## config.mk

```make
export PLATFORM = sky130hd
export DESIGN_NAME = serial_frame_tx_flat
export DESIGN_NICKNAME = d
export VERILOG_FILES = /design/src/rtl/serial_frame_tx_if.sv /design/src/rtl/serial_frame_tx.sv /design/src/flat_wrapper.sv
export SDC_FILE = /design/constraint.sdc
export NUM_CORES = 1
export LEC_CHECK = 0
export ABC_AREA = 1
export BUFFER_PORTS_ARGS = -buffer_cell sky130_fd_sc_hd__buf_2
export CAP_MARGIN = 20
export CORE_ASPECT_RATIO = 2
export CORE_MARGIN = 8
export CORE_UTILIZATION = 32
export CTS_BUF_LIST = sky130_fd_sc_hd__clkbuf_4 sky130_fd_sc_hd__clkbuf_8
export DETAILED_ROUTE_END_ITERATION = 8
export SETUP_SLACK_MARGIN = 0.3
export SLEW_MARGIN = 20
export SYNTH_ARGS = -nofsm -noshare
export SYNTH_HDL_FRONTEND = slang
export SYNTH_SLANG_ARGS = --single-unit
```

## constraint.sdc

```tcl
create_clock -name clock -period 3.55 [get_ports clock]
set_input_delay 0.71 -clock clock [delete_from_list [all_inputs] [get_ports clock]]
set_output_delay 0.71 -clock clock [all_outputs]
set_load 0.1 [all_outputs]
```

## src/rtl/serial_frame_tx_if.sv

```systemverilog
// Handshake and line signals between the CPU-side port logic and the framed
// serial transmitter.
interface serial_frame_tx_if #(
    parameter int WIDTH = 8
);
    logic [WIDTH-1:0] data;
    logic             valid;
    logic             left;
    logic             ready;
    logic             serial;
    logic             shift;
    logic             busy;
    logic             done;

    modport master (
        output data, valid, left,
        input  ready, serial, shift, busy, done
    );

    modport slave (
        input  data, valid, left,
        output ready, serial, shift, busy, done
    );
endinterface

```

## src/rtl/serial_frame_tx.sv

```systemverilog
// Parallel-in, serial-out framed transmitter: start bit, WIDTH data bits, stop bit,
// each held DIV clocks, with a mid-bit strobe usable as a receiver shift enable.
module serial_frame_tx #(
    parameter int WIDTH = 8,
    parameter int DIV   = 4
) (
    input  logic               clock,
    input  logic               reset_L,
    serial_frame_tx_if.slave   tx
);
    localparam int DIV_W = (DIV > 1) ? $clog2(DIV) : 1;
    localparam int BIT_W = (WIDTH > 1) ? $clog2(WIDTH) : 1;

    localparam logic [1:0] ST_IDLE  = 2'd0;
    localparam logic [1:0] ST_START = 2'd1;
    localparam logic [1:0] ST_DATA  = 2'd2;
    localparam logic [1:0] ST_STOP  = 2'd3;

    logic [1:0]       state_q, state_d;
    logic [DIV_W-1:0] div_q,   div_d;
    logic [BIT_W-1:0] bit_q,   bit_d;
    logic [WIDTH-1:0] shreg_q, shreg_d;
    logic             left_q,  left_d;
    logic             done_q,  done_d;

    logic             last_div;
    logic             last_bit;

    assign last_div = (div_q == DIV_W'(DIV - 1));
    assign last_bit = (bit_q == BIT_W'(WIDTH - 1));

    always_comb begin
        state_d = state_q;
        div_d   = div_q;
        bit_d   = bit_q;
        shreg_d = shreg_q;
        left_d  = left_q;
        done_d  = 1'b0;

        case (state_q)
            ST_IDLE: begin
                if (tx.valid) begin
                    shreg_d = tx.data;
                    left_d  = tx.left;
                    div_d   = '0;
                    bit_d   = '0;
                    state_d = ST_START;
                end
            end
            ST_START: begin
                if (last_div) begin
                    div_d   = '0;
                    bit_d   = '0;
                    state_d = ST_DATA;
                end else begin
                    div_d = div_q + 1'b1;
                end
            end
            ST_DATA: begin
                if (last_div) begin
                    div_d   = '0;
                    // Advance so the next bit to send sits at the output end.
                    shreg_d = left_q ? (shreg_q >> 1) : (shreg_q << 1);
                    if (last_bit) begin
                        bit_d   = '0;
                        state_d = ST_STOP;
                    end else begin
                        bit_d = bit_q + 1'b1;
                    end
                end else begin
                    div_d = div_q + 1'b1;
                end
            end
            default: begin
                if (last_div) begin
                    div_d   = '0;
                    done_d  = 1'b1;
                    state_d = ST_IDLE;
                end else begin
                    div_d = div_q + 1'b1;
                end
            end
        endcase
    end

    always_ff @(posedge clock or negedge reset_L) begin
        if (!reset_L) begin
            state_q <= ST_IDLE;
            div_q   <= '0;
            bit_q   <= '0;
            shreg_q <= '0;
            left_q  <= 1'b0;
            done_q  <= 1'b0;
        end else begin
            state_q <= state_d;
            div_q   <= div_d;
            bit_q   <= bit_d;
            shreg_q <= shreg_d;
            left_q  <= left_d;
            done_q  <= done_d;
        end
    end

    // Outputs depend only on registered state, so the line cannot glitch mid-bit.
    always_comb begin
        tx.serial = 1'b1;
        case (state_q)
            ST_START: tx.serial = 1'b0;
            ST_DATA:  tx.serial = left_q ? shreg_q[0] : shreg_q[WIDTH-1];
            default:  tx.serial = 1'b1;
        endcase
    end

    assign tx.ready = (state_q == ST_IDLE);
    assign tx.busy  = (state_q != ST_IDLE);
    assign tx.shift = (state_q == ST_DATA) && (div_q == DIV_W'(DIV / 2));
    assign tx.done  = done_q;

endmodule

```

## src/flat_wrapper.sv

```systemverilog
// flat-port wrapper written by rule: the top's interface ports become plain ports
module serial_frame_tx_flat 
#(
    parameter int WIDTH = 8,
    parameter int DIV   = 4
)
  (clock, reset_L, tx_data, tx_valid, tx_left, tx_ready, tx_serial, tx_shift, tx_busy, tx_done);
  serial_frame_tx_if #(.WIDTH(WIDTH)) tx_i ();
  input  logic clock;
  input  logic reset_L;
  input wire logic [$bits(tx_i.data)-1:0] tx_data;
  input wire logic [$bits(tx_i.valid)-1:0] tx_valid;
  input wire logic [$bits(tx_i.left)-1:0] tx_left;
  output wire logic [$bits(tx_i.ready)-1:0] tx_ready;
  output wire logic [$bits(tx_i.serial)-1:0] tx_serial;
  output wire logic [$bits(tx_i.shift)-1:0] tx_shift;
  output wire logic [$bits(tx_i.busy)-1:0] tx_busy;
  output wire logic [$bits(tx_i.done)-1:0] tx_done;
  assign tx_i.data = tx_data;
  assign tx_i.valid = tx_valid;
  assign tx_i.left = tx_left;
  assign tx_ready = tx_i.ready;
  assign tx_serial = tx_i.serial;
  assign tx_shift = tx_i.shift;
  assign tx_busy = tx_i.busy;
  assign tx_done = tx_i.done;
  serial_frame_tx #(.WIDTH(WIDTH), .DIV(DIV)) u_core (.clock(clock), .reset_L(reset_L), .tx(tx_i));
endmodule
```

==> flow_metrics.py, run 1 <==
metrics = {
    "cts": {
        "ctsHtreeMaxLevel": 1,
        "cts_resized": 0,
        "cts_buffers": 3,
        "post_cts_buffers": 0,
        "cts_buffer_depth": 2,
        "root_buffer": "clkbuf_8",
        "clk_pin_slew_ns": 0.07,
        "ctsHoldBuffers": 0,
        "insertion_delay_ns": 0.25,
        "cts_tree": "done",
        "cts.sinks": 17,
    },
    "route": {
        "drt_iter0_markers": 19,
        "drtAntennaViolNets": 0,
        "drc": 0,
        "via_count": 952,
        "avgRoutedWirePerCell_um": 13.52,
        "routed_wl_um": 2595,
        "avgViaCountPerCell": 4.958,
        "drt_pass1_iterations": 4,
    },
    "global_routing": {
        "gr-total-overflow": 0,
        "grt_pass1_vias": 1000,
        "grt_antenna_before_repair": 0,
        "grt_pass1_wl_um": 4422,
        "grt_usage_pct": 9.842,
        "grt_max_degree": 18,
    },
    "pwr": {
        "power_mw": 1.242,
        "combPwrFrac_pct": 59.0,
        "clkPwrFrac_pct": 12.3,
        "p_leak_nw": 0.7042,
        "power-per-cell-area_nw_per_um2": 1018,
        "intPower_uw": 551.8,
        "irDropWorstVdd_mv": 0.9096,
        "p_sw_share_pct": 55.55,
        "switchingPower_uw": 689.8,
        "seqPwrFrac_pct": 28.7,
    },
    "placement": {
        "place_congestion": 0.8229,
        "place_hpwl_um": 2114,
        "portBuffers": 16,
    },
    "sta": {
        "rsz0062_at_grt": "no",
        "tns_ns": 0,
        "post-route-period-util_pct": 75.94,
        "slew_headroom_pct": 67.35,
        "finClkSkew_ns": 0.003219,
        "setup_viol": 0,
        "finalHoldViolCount": 0,
        "final.min_clock_period_ns": 2.696,
        "drv_slew": 0,
        "worstMarginPinSlew_ns": 0.4931,
        "fmax_mhz": 370.9,
    },
    "worst_setup_path": {
        "path_delay_family": "buffers and inverters",
        "reg2reg_from": "u_core.state_q[0]$_DFFE_PN0P_",
        "worst-path-buf-inv": 3,
        "arrival_ns": 1.99,
        "r2r_slack_ns": 1.96,
        "cp_slowest_stage_delay_ns": 0.46,
        "path_cells": "inv_1 > ha_1 > inv_2 > nor2_4 > nand2_1 > o211ai_1 > buf_2",
        "start_kind": "flop",
        "critical_path_class": "flop to output pin",
        "r2r_cells": 8,
        "critPathMaxFanout": 10,
        "worstReg2RegEnd": "u_core.state_q[1]$_DFFE_PN0P_",
        "required_ns": 2.84,
        "critPathCaptureType": "output pin",
        "critPathSlowestCell": "buf_2",
    },
    "floorplan": {
        "start_util_pct": 33.33,
        "die_h_um": 97.10,
        "die_w_um": 56.55,
        "pin_count": 17,
        "core_area_um2": 3157,
        "rows": 29,
        "die-area_um2": 5491,
    },
    "synth": {
        "syn_area_um2": 1052,
        "ys_ff_latch": 17,
        "ys_warn_count": 0,
        "synthDistinctLibCells": 18,
        "yosysSeqAreaShare_pct": 40.43,
        "avgSynthCellArea_um2": 7.463,
        "synth_cells": 141,
        "synth_nets": 163,
    },
    "finish": {
        "area_delta_synth_final_pct": 15.93,
        "nets": 184,
        "n_antenna_cell": 0,
        "drive_above_1_share_pct": 16.77,
    },
    "status": {
        "status": "finished, final reports clean",
    },
    "min_path": {
        "min_path_type": "input port to async pin",
    },
    "job": {
        "maxCapViolCount": 0,
    },
}
placed cells by master, fill, tap and decap left out:
| cell type | Yosys | routed |
|---|---|---|
| nand2_1 | 68 | 68 |
| dfrtp_1 | 17 | 17 |
| buf_2 | 0 | 16 |
| inv_1 | 13 | 13 |
| ha_1 | 10 | 10 |
| nand3_1 | 9 | 9 |
| o21ai_0 | 6 | 6 |
| nor2_1 | 4 | 4 |
| clkbuf_8 | 0 | 3 |
| inv_2 | 2 | 2 |
| nand4_1 | 2 | 2 |
| nand2_4 | 2 | 2 |
| nor2_4 | 1 | 1 |
| o211ai_1 | 1 | 1 |
| nand2_2 | 1 | 1 |
| a21oi_4 | 1 | 1 |
| a21oi_1 | 1 | 1 |
| a31oi_1 | 1 | 1 |
| nand3b_1 | 1 | 1 |
| nor3_1 | 1 | 1 |
| clkbuf_4 | 0 | 1 |
logic make-up (layout without fill, tap and decap cells):
| logic type | Yosys count | after routing | share of synthesized area (%) |
|---|---|---|---|
| DFF | 17 | 17 | 40.43 |
| buffers and inverters | 15 | 35 | 5.351 |
| AOI/OAI and AO/OA | 10 | 10 | 6.184 |
| adders and majority gates | 10 | 10 | 11.89 |
| and+or+nand+nor | 89 | 89 | 36.15 |
state kept, by name (all words and copies together), names as in the netlist:
| register | count |
|---|---|
| u_core.tx.done | 1 |
| u_core.shreg_q | 8 |
| u_core.left_q | 1 |
| u_core.bit_q | 3 |
| u_core.state_q | 2 |
| u_core.div_q | 2 |
per-stage QoR:
step,setup WS (ns),std cells,util [%],hold WS (ns),instance area [um^2]
3_3_place_gp,1.207,188,37.10,0.4881,1171
2_1_floorplan,0.6526,141,-,0.4144,1052
3_5_place_dp,1.146,188,37.10,0.5029,1171
5_1_grt,0.6964,192,38.64,0.3931,1220
6_report,0.8542,192,38.64,0.3713,1220
4_1_cts,0.8581,192,38.64,0.3918,1220
worst max-delay path by stage:
stage / from / to / slack, ns / cells after the start
3_3_place_gp: u_core.state_q[0]$_DFFE_PN0P_ / tx_serial / 1.21 / 7
4_1_cts: u_core.state_q[0]$_DFFE_PN0P_ / tx_serial / 0.86 / 7
2_1_floorplan: u_core.state_q[0]$_DFFE_PN0P_ / tx_busy / 0.65 / 3
3_5_place_dp: u_core.state_q[0]$_DFFE_PN0P_ / tx_serial / 1.15 / 7
5_1_grt: u_core.state_q[0]$_DFFE_PN0P_ / tx_serial / 0.70 / 7
6_report: u_core.state_q[0]$_DFFE_PN0P_ / tx_serial / 0.85 / 7
final cells by class:
cell class | instances | area (um^2)
clock buffers | 4 | 48.80
fillers | 315 | 1937
inverters | 15 | 56.30
multi-input cells | 109 | 570.5
flip-flops and latches | 17 | 425.4
well taps | 31 | 38.79
repair buffers | 16 | 80.08
cells in the mapped netlist (all sizes together):
master | number | area [um^2]
nand2 | 71 | 284.0
dfrtp | 17 | 425.4
inv | 15 | 56.31
ha | 10 | 125.1
nand3 | 9 | 45.04
o21ai | 6 | 30.03
nor2 | 5 | 26.27
a21oi | 2 | 21.27
nand4 | 2 | 12.51
a31oi | 1 | 6.260
nand3b | 1 | 7.510
nor3 | 1 | 5.000
o211ai | 1 | 7.510
power groups by stage:
stage,sequential [mW],combinational (mW),clock [mW]
after floorplan,0.339,0.594,0
after detailed placement,0.359,0.734,0
after global placement,0.355,0.719,0
final,0.356,0.733,0.152
after global routing,0.365,0.817,0.163
after CTS,0.356,0.738,0.154
layer usage:
layer	part of all wire, %	vias up	global-route usage, %
li1	-	479	-
met1	37	454	9.268
met2	58	15	18.68
met3	3.7	4	2.225
met4	1.7	0	4.469
met5	0	-	0
Note: power is estimated with default switching activity, not from simulation.
==> run 2: changes to the inputs <==
==> constraint.sdc (replaced) <==
create_clock -name clock -period 2.34 [get_ports clock]
set_input_delay 0.468 -clock clock [delete_from_list [all_inputs] [get_ports clock]]
set_output_delay 0.468 -clock clock [all_outputs]
set_load 0.1 [all_outputs]
==> flow_metrics.py, run 2 (synthesized netlist as in run 1, its figures left out) <==
metrics = {
    "global_routing": {
        "grt_pass1_wl_um": 4264,
        "grt_max_degree": 18,
        "grt_pass1_vias": 1004,
        "grt_usage_pct": 9.531,
        "gr-total-overflow": 0,
        "grt_antenna_before_repair": 0,
    },
    "placement": {
        "portBuffers": 16,
        "place_congestion": 0.8148,
        "place_hpwl_um": 2134,
    },
    "finish": {
        "area_delta_synth_final_pct": 24.50,
        "drive_above_1_share_pct": 22.89,
        "nets": 189,
        "final_cell_mix": "nand2_1, dfrtp_1, buf_2",
        "top_register": "u_core.shreg_q",
        "largest_register_ffs": 8,
        "layout_commonest_cell": "nand2_1",
        "n_antenna_cell": 0,
        "reg_top3": "u_core.shreg_q: 8 flops, u_core.bit_q: 3 flops",
    },
    "pwr": {
        "seqPwrFrac_pct": 26.5,
        "power-per-cell-area_nw_per_um2": 1565,
        "switchingPower_mw": 1.080,
        "irDropWorstVdd_mv": 1.704,
        "intPower_uw": 970.0,
        "clkPwrFrac_pct": 10.9,
        "combPwrFrac_pct": 62.5,
        "power_mw": 2.050,
        "p_sw_share_pct": 52.69,
        "p_leak_nw": 0.7379,
    },
    "floorplan": {
        "pin_count": 17,
        "die_h_um": 97.10,
        "die-area_um2": 5491,
        "rows": 29,
        "start_util_pct": 33.33,
        "die_w_um": 56.55,
        "core_area_um2": 3157,
    },
    "route": {
        "drc": 0,
        "drt_iter0_markers": 19,
        "via_count": 974,
        "drt_pass1_iterations": 3,
        "routed_wl_um": 2640,
        "avgRoutedWirePerCell_um": 13.40,
        "drtAntennaViolNets": 0,
        "avgViaCountPerCell": 4.944,
    },
    "sta": {
        "setup_viol": 0,
        "worstMarginPinSlew_ns": 0.4916,
        "drv_slew": 0,
        "post-route-period-util_pct": 87.21,
        "rsz0062_at_grt": "yes",
        "slew_headroom_pct": 67.45,
        "finalHoldViolCount": 0,
        "timing.hold.ws_ns": 0.1313,
        "final.min_clock_period_ns": 2.041,
        "finClkSkew_ns": 0.004784,
        "fmax_mhz": 490.0,
    },
    "worst_setup_path": {
        "critPathSlowestCell": "dfrtp_1",
        "critical_path_class": "flop to output pin",
        "arrival_ns": 1.57,
        "cp_slowest_stage_delay_ns": 0.42,
        "r2r_cells": 8,
        "required_ns": 1.87,
        "path_cells": "inv_2 > ha_4 > nand2_1 > inv_2 > nand2_1 > o211ai_1 > clkbuf_16",
        "critPathCaptureType": "output pin",
        "start_kind": "flop",
        "critPathMaxFanout": 5,
    },
    "cts": {
        "cts_buffer_depth": 2,
        "cts_tree": "done",
        "root_buffer": "clkbuf_8",
        "ctsHoldBuffers": 0,
        "cts_buffers": 3,
        "cts.sinks": 17,
        "insertion_delay_ns": 0.25,
        "clk_pin_slew_ns": 0.06,
        "ctsHtreeMaxLevel": 1,
    },
    "job": {
        "maxCapViolCount": 0,
    },
    "min_path": {
        "min_path_type": "input port to async pin",
    },
    "status": {
        "status": "finished, final reports clean",
    },
}
## run 2: cell count changes in the layout (fill, tap and decap cells not counted), sizes merged
cell    before  now
buf         16   20
clkbuf       4    5
## run 2: layout make-up
cell class | instances | area [um^2]
sequential | 17 | 425.4
timing repair buffer | 21 | 150.1
multi-input combinational | 109 | 588.1
tap | 31 | 38.79
clock buffer | 4 | 48.80
inverter | 15 | 58.81
fill | 328 | 1847
## run 2: final timing paths
path	startpoint	to	slack, ns
min	reset_L	u_core.div_q[0]$_DFFE_PN0P_	0.13
min in group clock	tx_valid	u_core.left_q$_DFFE_PN0P_	0.45
max reg2reg	u_core.state_q[0]$_DFFE_PN0P_	u_core.state_q[1]$_DFFE_PN0P_	0.75
max	u_core.state_q[0]$_DFFE_PN0P_	tx_serial	0.30
min reg2reg	u_core.bit_q[2]$_DFFE_PN0P_	u_core.bit_q[2]$_DFFE_PN0P_	0.51
max in group asynchronous	reset_L	u_core.shreg_q[2]$_DFFE_PN0P_	1.94
## run 2: metal layers
layer | routed length (um) | share of wire [%] | global-route usage [%] | vias to the layer above
li1 | - | - | - | 489
met1 | 892 | 34 | 7.944 | 456
met2 | 1556 | 59 | 18.93 | 19
met3 | 98 | 3.7 | 2.094 | 10
met4 | 92 | 3.5 | 5.028 | 0
met5 | 0 | 0 | 0 | -
## run 2: power by group through the flow
stage          registers, mW  logic (mW)  clock network, mW
6_report               0.544        1.28              0.224
4_1_cts                0.542        1.20              0.229
2_1_floorplan          0.517       0.911                  0
3_5_place_dp           0.546        1.18                  0
5_1_grt                0.556        1.42              0.243
3_3_place_gp           0.539        1.15                  0
## run 2: what timing repair did
action	4_1_cts	5_1_grt
pin swaps	1	2
gates resized for setup	2	8
setup endpoints to repair	2	3
setup buffers	1	4
## run 2: stage by stage
| step | util (%) | setup TNS [ns] | setup slack [ns] | instance area, um^2 | instances |
|---|---|---|---|---|---|
| after detailed placement | 37.81 | 0 | 0.4428 | 1194 | 188 |
| after global placement | 37.81 | 0 | 0.4719 | 1194 | 188 |
| after global routing | 41.50 | 0 | 0.2132 | 1310 | 197 |
| final | 41.50 | 0 | 0.2992 | 1310 | 197 |
| after floorplan | - | -0.2441 | -0.2441 | 1060 | 141 |
| after CTS | 39.68 | 0 | 0.2388 | 1252 | 193 |
## run 2: critical path, delay by kind of cell (launching register included)
family,cells,cell delay (ns)
fa+ha+maj,1,0.17
buf+inv,3,0.47
simple gates,2,0.12
compound gates,1,0.13
flops,1,0.42
==> run 3: changes to the inputs <==
--- a/config.mk
+++ b/config.mk
@@ -13,7 +13,9 @@
 export CORE_UTILIZATION = 32
 export CTS_BUF_LIST = sky130_fd_sc_hd__clkbuf_4 sky130_fd_sc_hd__clkbuf_8
 export DETAILED_ROUTE_END_ITERATION = 8
+export REMOVE_ABC_BUFFERS = 1
 export SETUP_SLACK_MARGIN = 0.3
+export SKIP_CTS_REPAIR_TIMING = 1
 export SLEW_MARGIN = 20
 export SYNTH_ARGS = -nofsm -noshare
 export SYNTH_HDL_FRONTEND = slang
==> flow_metrics.py, run 3 (synthesized netlist as in run 1, its figures left out) <==
metrics = {
    "status": {
        "status": "finished, final reports clean",
    },
    "floorplan": {
        "rows": 29,
        "die-area_um2": 5491,
        "core_area_um2": 3157,
        "die_h_um": 97.10,
        "pin_count": 17,
        "die_w_um": 56.55,
        "start_util_pct": 33.33,
    },
    "route": {
        "routed_wl_um": 2728,
        "drt_iter0_markers": 24,
        "drtAntennaViolNets": 0,
        "via_count": 1024,
        "avgRoutedWirePerCell_um": 13.78,
        "avgViaCountPerCell": 5.172,
        "drt_pass1_iterations": 5,
        "drc": 0,
    },
    "cts": {
        "insertion_delay_ns": 0.25,
        "cts.sinks": 17,
        "ctsHtreeMaxLevel": 1,
        "cts_buffer_depth": 2,
        "clk_pin_slew_ns": 0.07,
        "cts_buffers": 3,
        "root_buffer": "clkbuf_8",
        "cts_tree": "done",
    },
    "finish": {
        "layout.cells.non_filler": 198,
        "final_cell_mix": "nand2_1, dfrtp_1, buf_2",
        "top_register": "u_core.shreg_q",
        "final_area_um2": 1313,
        "reg_top3": "u_core.shreg_q: 8 flops, u_core.bit_q: 3 flops",
        "regArea_um2": 426.7,
        "fill_cells": 328,
        "n_antenna_cell": 0,
        "nets": 190,
        "multiInputGateArea_um2": 585.6,
        "layout_commonest_cell": "nand2_1",
        "largest_register_ffs": 8,
        "drive_above_1_share_pct": 23.35,
        "area_delta_synth_final_pct": 24.73,
        "final_util_pct": 41.58,
    },
    "worst_setup_path": {
        "cp_slowest_stage_delay_ns": 0.40,
        "critPathMaxFanout": 10,
        "required_ns": 1.87,
        "critPathCaptureType": "output pin",
        "critical_path_class": "flop to output pin",
        "start_kind": "flop",
        "critPathSlowestCell": "dfrtp_1",
        "r2r_slack_ns": 0.81,
        "path_cells": "inv_2 > ha_4 > inv_4 > nor2_4 > nand2_1 > o211ai_1 > clkbuf_16",
        "arrival_ns": 1.60,
    },
    "sta": {
        "tns_ns": 0,
        "setup_viol": 0,
        "rsz0062_at_grt": "yes",
        "worst_slack_ns": 0.2672,
        "post-route-period-util_pct": 88.58,
        "worstMarginPinSlew_ns": 0.4944,
        "drv_slew": 0,
        "timing.hold.ws_ns": 0.1322,
        "finClkSkew_ns": 0.006508,
        "slew_headroom_pct": 67.27,
        "fmax_mhz": 482.4,
        "finalHoldViolCount": 0,
        "final.min_clock_period_ns": 2.073,
    },
    "placement": {
        "place_area_um2": 1186,
        "dp.cells": 188,
        "portBuffers": 16,
        "dp_slack_ns": 0.3713,
        "place_congestion": 0.8231,
        "place_hpwl_um": 2137,
    },
    "pwr": {
        "power_mw": 2.068,
        "power-per-cell-area_nw_per_um2": 1575,
        "irDropWorstVdd_mv": 1.448,
        "p_leak_nw": 0.7413,
    },
    "global_routing": {
        "gr-total-overflow": 0,
        "grt_antenna_before_repair": 0,
        "grt_pass1_wl_um": 4443,
        "grt_pass1_vias": 1071,
        "grt_usage_pct": 9.940,
        "grt_max_degree": 18,
    },
    "min_path": {
        "min_path_type": "input port to async pin",
    },
    "job": {
        "maxCapViolCount": 0,
    },
}
## run 3: cell types whose count changed in the layout (fill, tap and decap cells not counted)
cell,before,now
buf_4,6,7
buf_6,0,1
buf_8,1,0
dfrtp_1,17,16
dfrtp_2,0,1
ha_1,7,8
ha_2,2,1
## run 3: worst max-delay path: cells and delay by family, from the launching register on
kind	cells	cell delay, ns
flip-flops	1	0.40
buffers and inverters	3	0.44
AND/OR/NAND/NOR	2	0.19
adder cells (fa/ha/maj)	1	0.17
AO/OA/AOI/OAI	1	0.15
## run 3: worst paths after layout
kind                                               start                             to  depth (start not counted)
max                        u_core.state_q[0]$_DFFE_PN0P_                      tx_serial                          7
min                                              reset_L  u_core.shreg_q[6]$_DFFE_PN0P_                          1
max reg2reg                u_core.state_q[0]$_DFFE_PN0P_  u_core.state_q[0]$_DFFE_PN0P_                          8
max in group asynchronous                        reset_L  u_core.state_q[1]$_DFFE_PN0P_                          1
min in group clock                              tx_valid      u_core.left_q$_DFFE_PN0P_                          2
min reg2reg                  u_core.bit_q[1]$_DFFE_PN0P_    u_core.bit_q[1]$_DFFE_PN0P_                          2
## run 3: per-layer routing
metal  vias to the layer above  routed length (um)  GRT usage [%]
met3                        10                 139          2.225
met5                         -                   0              0
met1                       491                 964          8.398
met2                        33                1555          19.27
met4                         0                  68          5.959
li1                        490                   -              -
## run 3: area by class of cell
cell class	instances	share of cell area (%)
inverter	15	4.480
multi-input combinational	109	44.61
sequential	17	32.51
tap	31	2.955
timing repair buffer	22	11.73
clock buffer	4	3.718
## run 3: power breakdown
| group | leakage [nW] | internal, mW | total, mW | switching (mW) |
|---|---|---|---|---|
| clock network | 0.0262 | 0.132 | 0.233 | 0.101 |
| logic | 0.501 | 0.420 | 1.29 | 0.868 |
| registers | 0.214 | 0.422 | 0.547 | 0.124 |
